**src/rtl/score_pkg.sv**
```systemverilog
// score_pkg: shared constants, FSM state type and digit-blanking helper
// for the score_keeper block.
//   SCORE_W     binary score width
//   MAX_SCORE   saturation ceiling
//   NDIGITS     number of BCD digits produced
//   BLANK_DIGIT code the display renders as an unlit digit
//   BCD_RESET   reset value of the latched digits; depends on the
//               SCORE_LEADING_BLANK_EN build macro
package score_pkg;

    localparam int SCORE_W   = 17;
    localparam int MAX_SCORE = 99999;
    localparam int NDIGITS   = 5;
    localparam int BCD_W     = 4 * NDIGITS;
    localparam int ITER_W    = $clog2(SCORE_W);

    localparam logic [3:0] BLANK_DIGIT = 4'hF;

`ifdef SCORE_LEADING_BLANK_EN
    localparam logic [BCD_W-1:0] BCD_RESET = {{(NDIGITS-1){BLANK_DIGIT}}, 4'h0};
`else
    localparam logic [BCD_W-1:0] BCD_RESET = '0;
`endif

    typedef enum logic [1:0] {
        S_IDLE,
        S_SHIFT,
        S_DONE
    } score_state_t;

    // Replace leading zero digits with BLANK_DIGIT. The least significant
    // digit is always shown so that a score of 0 still renders as "0".
    function automatic logic [BCD_W-1:0] blank_leading(input logic [BCD_W-1:0] bcd);
        logic             lead;
        logic [BCD_W-1:0] r;
        r    = bcd;
        lead = 1'b1;
        for (int i = NDIGITS - 1; i > 0; i--) begin
            if (lead && (bcd[4*i +: 4] == 4'd0)) begin
                r[4*i +: 4] = BLANK_DIGIT;
            end else begin
                lead = 1'b0;
            end
        end
        return r;
    endfunction

endpackage

```
**src/rtl/score_keeper_if.sv**
```systemverilog
// score_keeper_if: game-event inputs and display-side outputs of score_keeper.
//   frame_start  one-cycle per-frame conversion request
//   clear        synchronous score clear (wins over add_valid)
//   add_valid    qualifies add_pts
//   add_pts      unsigned points to add
//   score        live binary score
//   score_bcd    latched BCD digits, [19:16] most significant
//   bcd_valid    set once the first conversion has completed
//   busy         conversion in flight
// modport master: event source / testbench side; modport slave: score_keeper.
interface score_keeper_if;
    import score_pkg::*;

    logic               frame_start;
    logic               clear;
    logic               add_valid;
    logic [7:0]         add_pts;
    logic [SCORE_W-1:0] score;
    logic [BCD_W-1:0]   score_bcd;
    logic               bcd_valid;
    logic               busy;

    modport master (
        output frame_start, clear, add_valid, add_pts,
        input  score, score_bcd, bcd_valid, busy
    );

    modport slave (
        input  frame_start, clear, add_valid, add_pts,
        output score, score_bcd, bcd_valid, busy
    );

endinterface

```
**src/rtl/score_keeper_dabble_adj.sv**
```systemverilog
// dabble_adj: combinational double-dabble correction step. Every BCD nibble
// that is 5 or more gets 3 added so the following left shift carries
// correctly into the next decimal digit.
//   bcd_i  working BCD vector before correction
//   bcd_o  corrected BCD vector
module dabble_adj
    import score_pkg::*;
(
    input  logic [BCD_W-1:0] bcd_i,
    output logic [BCD_W-1:0] bcd_o
);

    for (genvar g = 0; g < NDIGITS; g++) begin : g_dig
        assign bcd_o[4*g +: 4] = (bcd_i[4*g +: 4] >= 4'd5) ? bcd_i[4*g +: 4] + 4'd3
                                                           : bcd_i[4*g +: 4];
    end

endmodule

```
**src/rtl/score_keeper.sv**
```systemverilog
// score_keeper: saturating score accumulator plus a once-per-frame sequential
// double-dabble binary-to-BCD converter. The latched digits only change when a
// conversion completes, so the display never sees a half-updated value.
// Build option: SCORE_LEADING_BLANK_EN blanks leading zero digits (4'hF).
// Ports:
//   clk    system clock
//   rst_n  asynchronous active-low reset; aborts any conversion
//   bus    score_keeper_if.slave (events in, score / digits / status out)
module score_keeper
    import score_pkg::*;
(
    input  logic           clk,
    input  logic           rst_n,
    score_keeper_if.slave  bus
);

    score_state_t       state_q, state_d;
    logic [SCORE_W-1:0] score_q, score_d;
    logic [SCORE_W-1:0] bin_q, bin_d;
    logic [BCD_W-1:0]   work_q, work_d;
    logic [ITER_W-1:0]  iter_q, iter_d;
    logic [BCD_W-1:0]   score_bcd_q, score_bcd_d;
    logic               bcd_valid_q, bcd_valid_d;

    logic [SCORE_W:0]           sum;
    logic [BCD_W-1:0]           work_adj;
    logic [BCD_W+SCORE_W-1:0]   shifted;

    dabble_adj u_adj (
        .bcd_i (work_q),
        .bcd_o (work_adj)
    );

    // Accumulator: one extra bit so the saturation compare sees the true sum.
    always_comb begin
        sum     = {1'b0, score_q} + (SCORE_W+1)'(bus.add_pts);
        score_d = score_q;
        if (bus.clear) begin
            score_d = '0;
        end else if (bus.add_valid) begin
            score_d = (sum > (SCORE_W+1)'(MAX_SCORE)) ? SCORE_W'(MAX_SCORE)
                                                     : sum[SCORE_W-1:0];
        end
    end

    // Converter FSM.
    always_comb begin
        state_d     = state_q;
        bin_d       = bin_q;
        work_d      = work_q;
        iter_d      = iter_q;
        score_bcd_d = score_bcd_q;
        bcd_valid_d = bcd_valid_q;
        shifted     = {work_adj, bin_q} << 1;

        unique case (state_q)
            S_IDLE: begin
                if (bus.frame_start) begin
                    bin_d   = score_q;
                    work_d  = '0;
                    iter_d  = '0;
                    state_d = S_SHIFT;
                end
            end
            S_SHIFT: begin
                {work_d, bin_d} = shifted;
                iter_d          = iter_q + 1'b1;
                if (iter_q == ITER_W'(SCORE_W - 1)) begin
                    state_d = S_DONE;
                end
            end
            S_DONE: begin
`ifdef SCORE_LEADING_BLANK_EN
                score_bcd_d = blank_leading(work_q);
`else
                score_bcd_d = work_q;
`endif
                bcd_valid_d = 1'b1;
                state_d     = S_IDLE;
            end
            default: state_d = S_IDLE;
        endcase
    end

    always_ff @(posedge clk or negedge rst_n) begin
        if (!rst_n) begin
            state_q     <= S_IDLE;
            score_q     <= '0;
            bin_q       <= '0;
            work_q      <= '0;
            iter_q      <= '0;
            score_bcd_q <= BCD_RESET;
            bcd_valid_q <= 1'b0;
        end else begin
            state_q     <= state_d;
            score_q     <= score_d;
            bin_q       <= bin_d;
            work_q      <= work_d;
            iter_q      <= iter_d;
            score_bcd_q <= score_bcd_d;
            bcd_valid_q <= bcd_valid_d;
        end
    end

    assign bus.score     = score_q;
    assign bus.score_bcd = score_bcd_q;
    assign bus.bcd_valid = bcd_valid_q;
    assign bus.busy      = (state_q != S_IDLE);

endmodule

```
**src/flat_wrapper.sv**
```systemverilog
// flat-port wrapper written by rule: the top's interface ports become plain ports
module score_keeper_flat import score_pkg::*;
  (clk, rst_n, bus_frame_start, bus_clear, bus_add_valid, bus_add_pts, bus_score, bus_score_bcd, bus_bcd_valid, bus_busy);
  score_keeper_if bus_i ();
  input  logic clk;
  input  logic rst_n;
  input wire logic [$bits(bus_i.frame_start)-1:0] bus_frame_start;
  input wire logic [$bits(bus_i.clear)-1:0] bus_clear;
  input wire logic [$bits(bus_i.add_valid)-1:0] bus_add_valid;
  input wire logic [$bits(bus_i.add_pts)-1:0] bus_add_pts;
  output wire logic [$bits(bus_i.score)-1:0] bus_score;
  output wire logic [$bits(bus_i.score_bcd)-1:0] bus_score_bcd;
  output wire logic [$bits(bus_i.bcd_valid)-1:0] bus_bcd_valid;
  output wire logic [$bits(bus_i.busy)-1:0] bus_busy;
  assign bus_i.frame_start = bus_frame_start;
  assign bus_i.clear = bus_clear;
  assign bus_i.add_valid = bus_add_valid;
  assign bus_i.add_pts = bus_add_pts;
  assign bus_score = bus_i.score;
  assign bus_score_bcd = bus_i.score_bcd;
  assign bus_bcd_valid = bus_i.bcd_valid;
  assign bus_busy = bus_i.busy;
  score_keeper u_core (.clk(clk), .rst_n(rst_n), .bus(bus_i));
endmodule
```
**config.mk**
```make
export PLATFORM = sky130hd
export DESIGN_NAME = score_keeper_flat
export DESIGN_NICKNAME = d
export VERILOG_FILES = /design/src/rtl/score_pkg.sv /design/src/rtl/score_keeper_if.sv /design/src/rtl/score_keeper_dabble_adj.sv /design/src/rtl/score_keeper.sv /design/src/flat_wrapper.sv
export SDC_FILE = /design/constraint.sdc
export NUM_CORES = 1
export LEC_CHECK = 0
export ABC_CLOCK_PERIOD_IN_PS = 6200
export CORE_ASPECT_RATIO = 0.6
export CORE_MARGIN = 8
export CORE_UTILIZATION = 55
export CTS_BUF_LIST = sky130_fd_sc_hd__clkbuf_4
export CTS_CLUSTER_SIZE = 20
export DETAILED_ROUTE_END_ITERATION = 8
export PLACE_DENSITY_LB_ADDON = 0.05
export SETUP_SLACK_MARGIN = 0.15
export SLEW_MARGIN = 20
export SYNTH_ARGS = -nofsm -noshare
export SYNTH_HDL_FRONTEND = slang
export SYNTH_SLANG_ARGS = --single-unit
```
**constraint.sdc**
```tcl
create_clock -name clk -period 6.2 [get_ports clk]
set_clock_uncertainty 0.15 [all_clocks]
set_input_delay 1.55 -clock clk [delete_from_list [all_inputs] [get_ports clk]]
set_output_delay 1.55 -clock clk [all_outputs]
set_load 0.01 [all_outputs]
```
After elaboration in Yosys (flattened, before gate mapping)
Cells that the tools add are included.
Widths: inputs -> output; s select.
- bits of input ports: 13
- output and inout bits: 39
- register bits: 82
- logic and storage cells: 48
- $add $sub $neg: 7
- multiplexer cells: 17
- reduce and logical (&&, ||, !) cells: 6
- $lt $le $gt $ge: 6
- equal/unequal tests: 5
- operators by type and width (cell ; number):
    $mux 17 ; 4
    $pmux 20 s2 ; 1
    $pmux 17 s2 ; 1
    $ge 4x3->1 const B ; 5
    $mux 20 ; 1
    $add 17x8->18 ; 1
    $gt 18x17->1 const B ; 1
    $add 4x2->4 const B ; 4
    $mux 4 ; 4
    $pmux 5 s2 ; 1
    $reduce_bool 2->1 ; 3
    $add 5x1->5 const B ; 1
    $eq 5x5->1 const B ; 1
    $mux 5 ; 1
    $mux 2 ; 2
    $pmux 2 s2 ; 1
    $reduce_and 2->1 ; 2
    $add 3x2->3 const B ; 1
    $mux 3 ; 1
    $eq 2x1->1 const B ; 1
    $eq 2x2->1 const B ; 1
    $logic_not 2->1 ; 1
    $ne 2x1->1 const B ; 1
    $ne 2x2->1 const B ; 1

Depth between registers and ports, before layout
- depth after elaboration: 5
- depth in mapped cells: 12
- mapped depth without buffers: 11

Hierarchy
From an unflattened synthesis, not the netlist that was laid out.
- cells, all modules: 470
- area, all modules: 4715.8 µm²
- by module, submodules not included (module ; seq. area each (µm²) ; instances ; area each (µm²) ; cells an instance):
    score_keeper ; 2052.0 ; 1 ; 4209.0 ; 390
    dabble_adj ; 0.0 ; 1 ; 506.7 ; 80

Least setup slack after synthesis
No wires, ideal clock.
- path type: input-to-reg
- start point: in bus_add_pts[0]
- end point: reg u_core.score_q[1], in the netlist u_core.bus.score[1]
- stages on the path: 12
- arrival: 4.064 ns
- path slack: 1.890 ns
- setup time: 0.096 ns
- data required time: 5.954 ns
- path buffers: 1
- cell sequence: ha_1 > inv_1 > fa_1 > nand2b_1 > a21oi_2 > o41ai_4 > nor4_4 > o31ai_1 > or4_4 > and2_1 > buf_6 > a311oi_2
- word-level cells in the longest chain between the ends: 5
- ends and longest elaborated chain (item ; line ; source):
    start: declaration ; flat_wrapper.sv:10 ; input wire logic [$bits(bus_i.add_pts)-1:0] bus_add_pts;
    $add 17x8->18 (*) ; score_keeper.sv:36 ; sum = {1'b0, score_q} + (SCORE_W+1)'(bus.add_pts);
    $gt 18x17->1 ; score_keeper.sv:41 ; score_d = (sum > (SCORE_W+1)'(MAX_SCORE)) ? SCORE_W'(MAX_SCORE)
    $mux 17 (*) ; score_keeper.sv:41 ;
    $mux 17 (*) ; score_keeper.sv:40 ; end else if (bus.add_valid) begin
    $mux 17 (*) ; score_keeper.sv:38 ; if (bus.clear) begin
    end signal: assignment ; score_keeper.sv:96 ; score_q <= score_d;
    end: declaration ; score_keeper.sv:18 ; logic [SCORE_W-1:0] score_q, score_d;
Every way passes the cells marked *; elsewhere a longest branch is shown, timed or not. The select of a mux whose other input is x is not followed.
A chain may end at the register's enable or synchronous reset.

Worst setup path after layout
- start point: in bus_add_pts[0]
- end point: reg u_core.score_q[2], in the netlist u_core.bus.score[2]
Same word-level chain as after synthesis.

==> summary.txt <==
STA
  – Setup WS post-layout: roughly 1400 ps
  – Slew at the pin with the worst max-slew slack: 976.9 ps
  – Unrepaired setup endpoints after global routing: no
  – Final hold slack: between 300 and 400 ps
  – Tmin final: between 4000 and 5000 ps
  – Hold Violations, Final: 0
  – Setup TNS: 0 ps
  – Period utilisation layout: 0.7781
  – Final setup fails: 0
  – Max_slew headroom: 0.3467
  – Maximum clock rate: 207.3 MHz
  – Slew Limit Fails: 0

Yosys
  – Number of synthesized flops with an enable pin: 0
  – Post-synthesis sequential area ratio: 0.4631
  – Mapped Nets: 489
  – Ys async rst share: 1.000
  – Syn Std Cell Area: 4430 µm²
  – Syn avg cell area: about 9.7 µm²
  – Number of synthesized register bits: between 80 and 90
  – Primary FF master, synth: dfrtp_1
  – Post-synthesis cell type count: 56
  – Syn Inst Count: about 460
  – Yosys warns: 0

Drt
  – Vias: 3576
  – DR WL/cell: between 15 and 20 µm
  – Post-DRT Antenna Nets: 0
  – DR iter-0 viols: 288
  – DRT Pass-1 Iters: 5
  – Detailed-route DRC error count: 0
  – DRT Wirelength: 10120 µm
  – Vias per inst: 5.862

Floorplanning
  – I/O pin count: 52
  – Die X-Extent: 131.9 µm
  – Die Y: 85.52 µm
  – Row count: 25
  – Starting Density: 0.5643
  – Core Region: 7851 µm²
  – Die Area: 11280 µm²

Setup path
  – CP endpoint kind: flop
  – Critical Path Source Type: input port
  – Req. time, crit path: roughly 6300 ps
  – Worst path max stage delay: 480 ps
  – Slowest-stage cell, CP: or3_1
  – Worst path cell trace: clkdlybuf4s50_1 -> ha_1 -> inv_1 -> fa_1 -> nand2b_1 -> a21oi_2 -> o41a_1 -> a211oi_2 -> or3_1 -> o31ai_2 -> and2_1 -> a311oi_2
  – Critical setup path kind: input port to flop
  – CP Max Fanout: 6
  – CP Data Arrival Time: 4930 ps

Power and ir drop
  – LEAKAGE: 2.229 nW
  – Clock share of power: 0.156
  – Flop pwr share: 0.431
  – Internal power: around 1.2 mW
  – Switching power: ~0.76 mW
  – Net Sw Frac: 0.3950
  – Largest vdd supply drop: ~230 µV
  – Power density over the cells: 376.2 nW/µm²
  – Comb power frac: 0.413

Cells and area
  – Cell area after layout: 5126 µm²
  – Reg area: 2052 µm²
  – Fin util: 0.6529
  – Area delta synth->final: 15.70%
  – Commonest cells after routing, fill and taps aside: 82 x dfrtp_1, 61 x nand2_1, 50 x clkdlybuf4s50_1, 34 x o21ai_0, 32 x nor2_1
  – Footprint of the multi-input gates: between 2000 and 2500 µm²
  – Nets@finish: roughly 530
  – Fraction of layout cells with a size suffix above 1: 0.08964
  – Antenna diodes: 0
  – Commonest non-fill, non-tap cell in the layout: dfrtp_1
  – Filler Cell Count: 668

Global routing
  – GRT Total Usage: 0.1835
  – Number of global-route vias before repair: approximately 3500
  – Global-route wire length before repair: 17130 µm
  – Largest net degree at the start of global routing: 83
  – Gr ovfl total: 0
  – Initial antenna violation count: 0

Flow run
  – Max-cap viol count: 0

Clock network
  – Postcts setup bufs: 0
  – CTS tree: yes
  – Reg clk slew, reported paths: 120 ps
  – CTS H-tree depth: 3
  – PostCTS Resize Cnt: 0
  – Sink Count: a little over 80
  – Clk_lat worst skew: 440 ps
  – Num CTS Buffers: 9
  – Clk root buf: clkbuf_4
  – Clock Tree Buf Depth: 2
  – Hold buffers post-CTS: 0

Placement
  – Post-DP HPWL: 7051 µm
  – Routability cong.: 0.8419
  – Post-DP Area: 4992 µm²
  – Worst slack, placed: 1008 ps
  – Port-buffer cells: 51

Outcome
  – Outcome: complete, no violations

Min path
  – Hold WC Path Type: flop to flop
==> registers in the layout, indices dropped and copies added (netlist names) <==
| signal | count |
|---|---|
| u_core.bus.bcd_valid | 1 |
| u_core.state_q | 2 |
| u_core.bus.score | 17 |
| u_core.iter_q | 5 |
| u_core.work_q | 20 |
| u_core.bus.score_bcd | 20 |
| u_core.bin_q | 17 |
==> Yosys cell counts (all sizes together) (6+ instances only) <==
| cell | n | area share |
|---|---|---|
| ha | 20 | 0.056 |
| o31ai | 10 | 0.018 |
| o21ai | 38 | 0.045 |
| clkbuf | 16 | 0.014 |
| a22oi | 13 | 0.022 |
| mux2 | 11 | 0.028 |
| a211oi | 7 | 0.013 |
| nor2 | 32 | 0.027 |
| nor3 | 8 | 0.0090 |
| xnor2 | 6 | 0.012 |
| buf | 7 | 0.0099 |
| nand2b | 14 | 0.020 |
| nand3 | 16 | 0.018 |
| inv | 21 | 0.018 |
| dfrtp | 82 | 0.46 |
| a21oi | 20 | 0.023 |
| nand2 | 61 | 0.052 |
| xor2 | 9 | 0.018 |
==> per-stage QoR <==
step / power (mW) / cells
after floorplan: 1.371 / 455
after CTS: 1.942 / 610
final: 1.928 / 610
after detailed placement: 1.637 / 594
after global placement: 1.598 / 594
after global routing: 2.086 / 610
==> cells by family after synthesis <==
family | after synthesis | share of synthesized area
mux | 11 | 0.02796
xor+xnor | 15 | 0.02965
simple gates | 156 | 0.1709
fa+ha+maj | 21 | 0.06100
compound gates | 126 | 0.2062
flops | 82 | 0.4631
buf+inv | 44 | 0.04123
==> path summary, 6_finish.rpt <==
check | start | end | slack (ps) | cells after the start
worst max-delay path | bus_add_pts[0] | u_core.bus.score[2]$_DFFE_PN0P_ | 1380 | 12
worst min-delay path | u_core.bus.bcd_valid$_DFFE_PN0N_ | u_core.bus.bcd_valid$_DFFE_PN0N_ | 340 | 1
worst max register to register | u_core.bus.score[0]$_DFFE_PN0P_ | u_core.bus.score[2]$_DFFE_PN0P_ | 2450 | 11
worst min register to register | u_core.bus.bcd_valid$_DFFE_PN0N_ | u_core.bus.bcd_valid$_DFFE_PN0N_ | 340 | 1
max in group asynchronous | rst_n | u_core.bus.score[9]$_DFFE_PN0P_ | 4420 | 1
min in group asynchronous | rst_n | u_core.bus.score_bcd[19]$_DFFE_PN0N_ | 1000 | 1
==> layout make-up <==
class,count,share of cell area
tap,108,0.02636
sequential,82,0.4003
timing repair buffer,54,0.1042
clock inverter,7,0.01172
clock buffer,9,0.01318
inverter,21,0.01538
multi-input combinational,329,0.4289
==> worst max-delay path: cells and delay by family <==
kind / cells / cell delay, ps
compound gates: 5 / 1080
buf+inv: 2 / 540
fa+ha+maj: 2 / 590
simple gates: 3 / 1140
==> power by group through the flow <==
| stage | Combinational [mW] | Clock (mW) | Sequential [mW] |
|---|---|---|---|
| after global routing | 0.902 | 0.328 | 0.856 |
| final | 0.796 | 0.302 | 0.831 |
| after global placement | 0.767 | 0 | 0.831 |
| after CTS | 0.802 | 0.311 | 0.829 |
| after detailed placement | 0.797 | 0 | 0.840 |
| after floorplan | 0.546 | 0 | 0.826 |
==> layer usage <==
metal | vias up | wire, µm | GRT usage | share of wire
li1 | 1725 | - | - | -
met1 | 1722 | 4920 | 0.2519 | 0.49
met2 | 114 | 4362 | 0.2762 | 0.43
met3 | 15 | 692 | 0.05659 | 0.068
met4 | 0 | 144 | 0.04663 | 0.014
met5 | - | 0 | 0 | 0
Note: power is estimated with default switching activity, not from simulation.
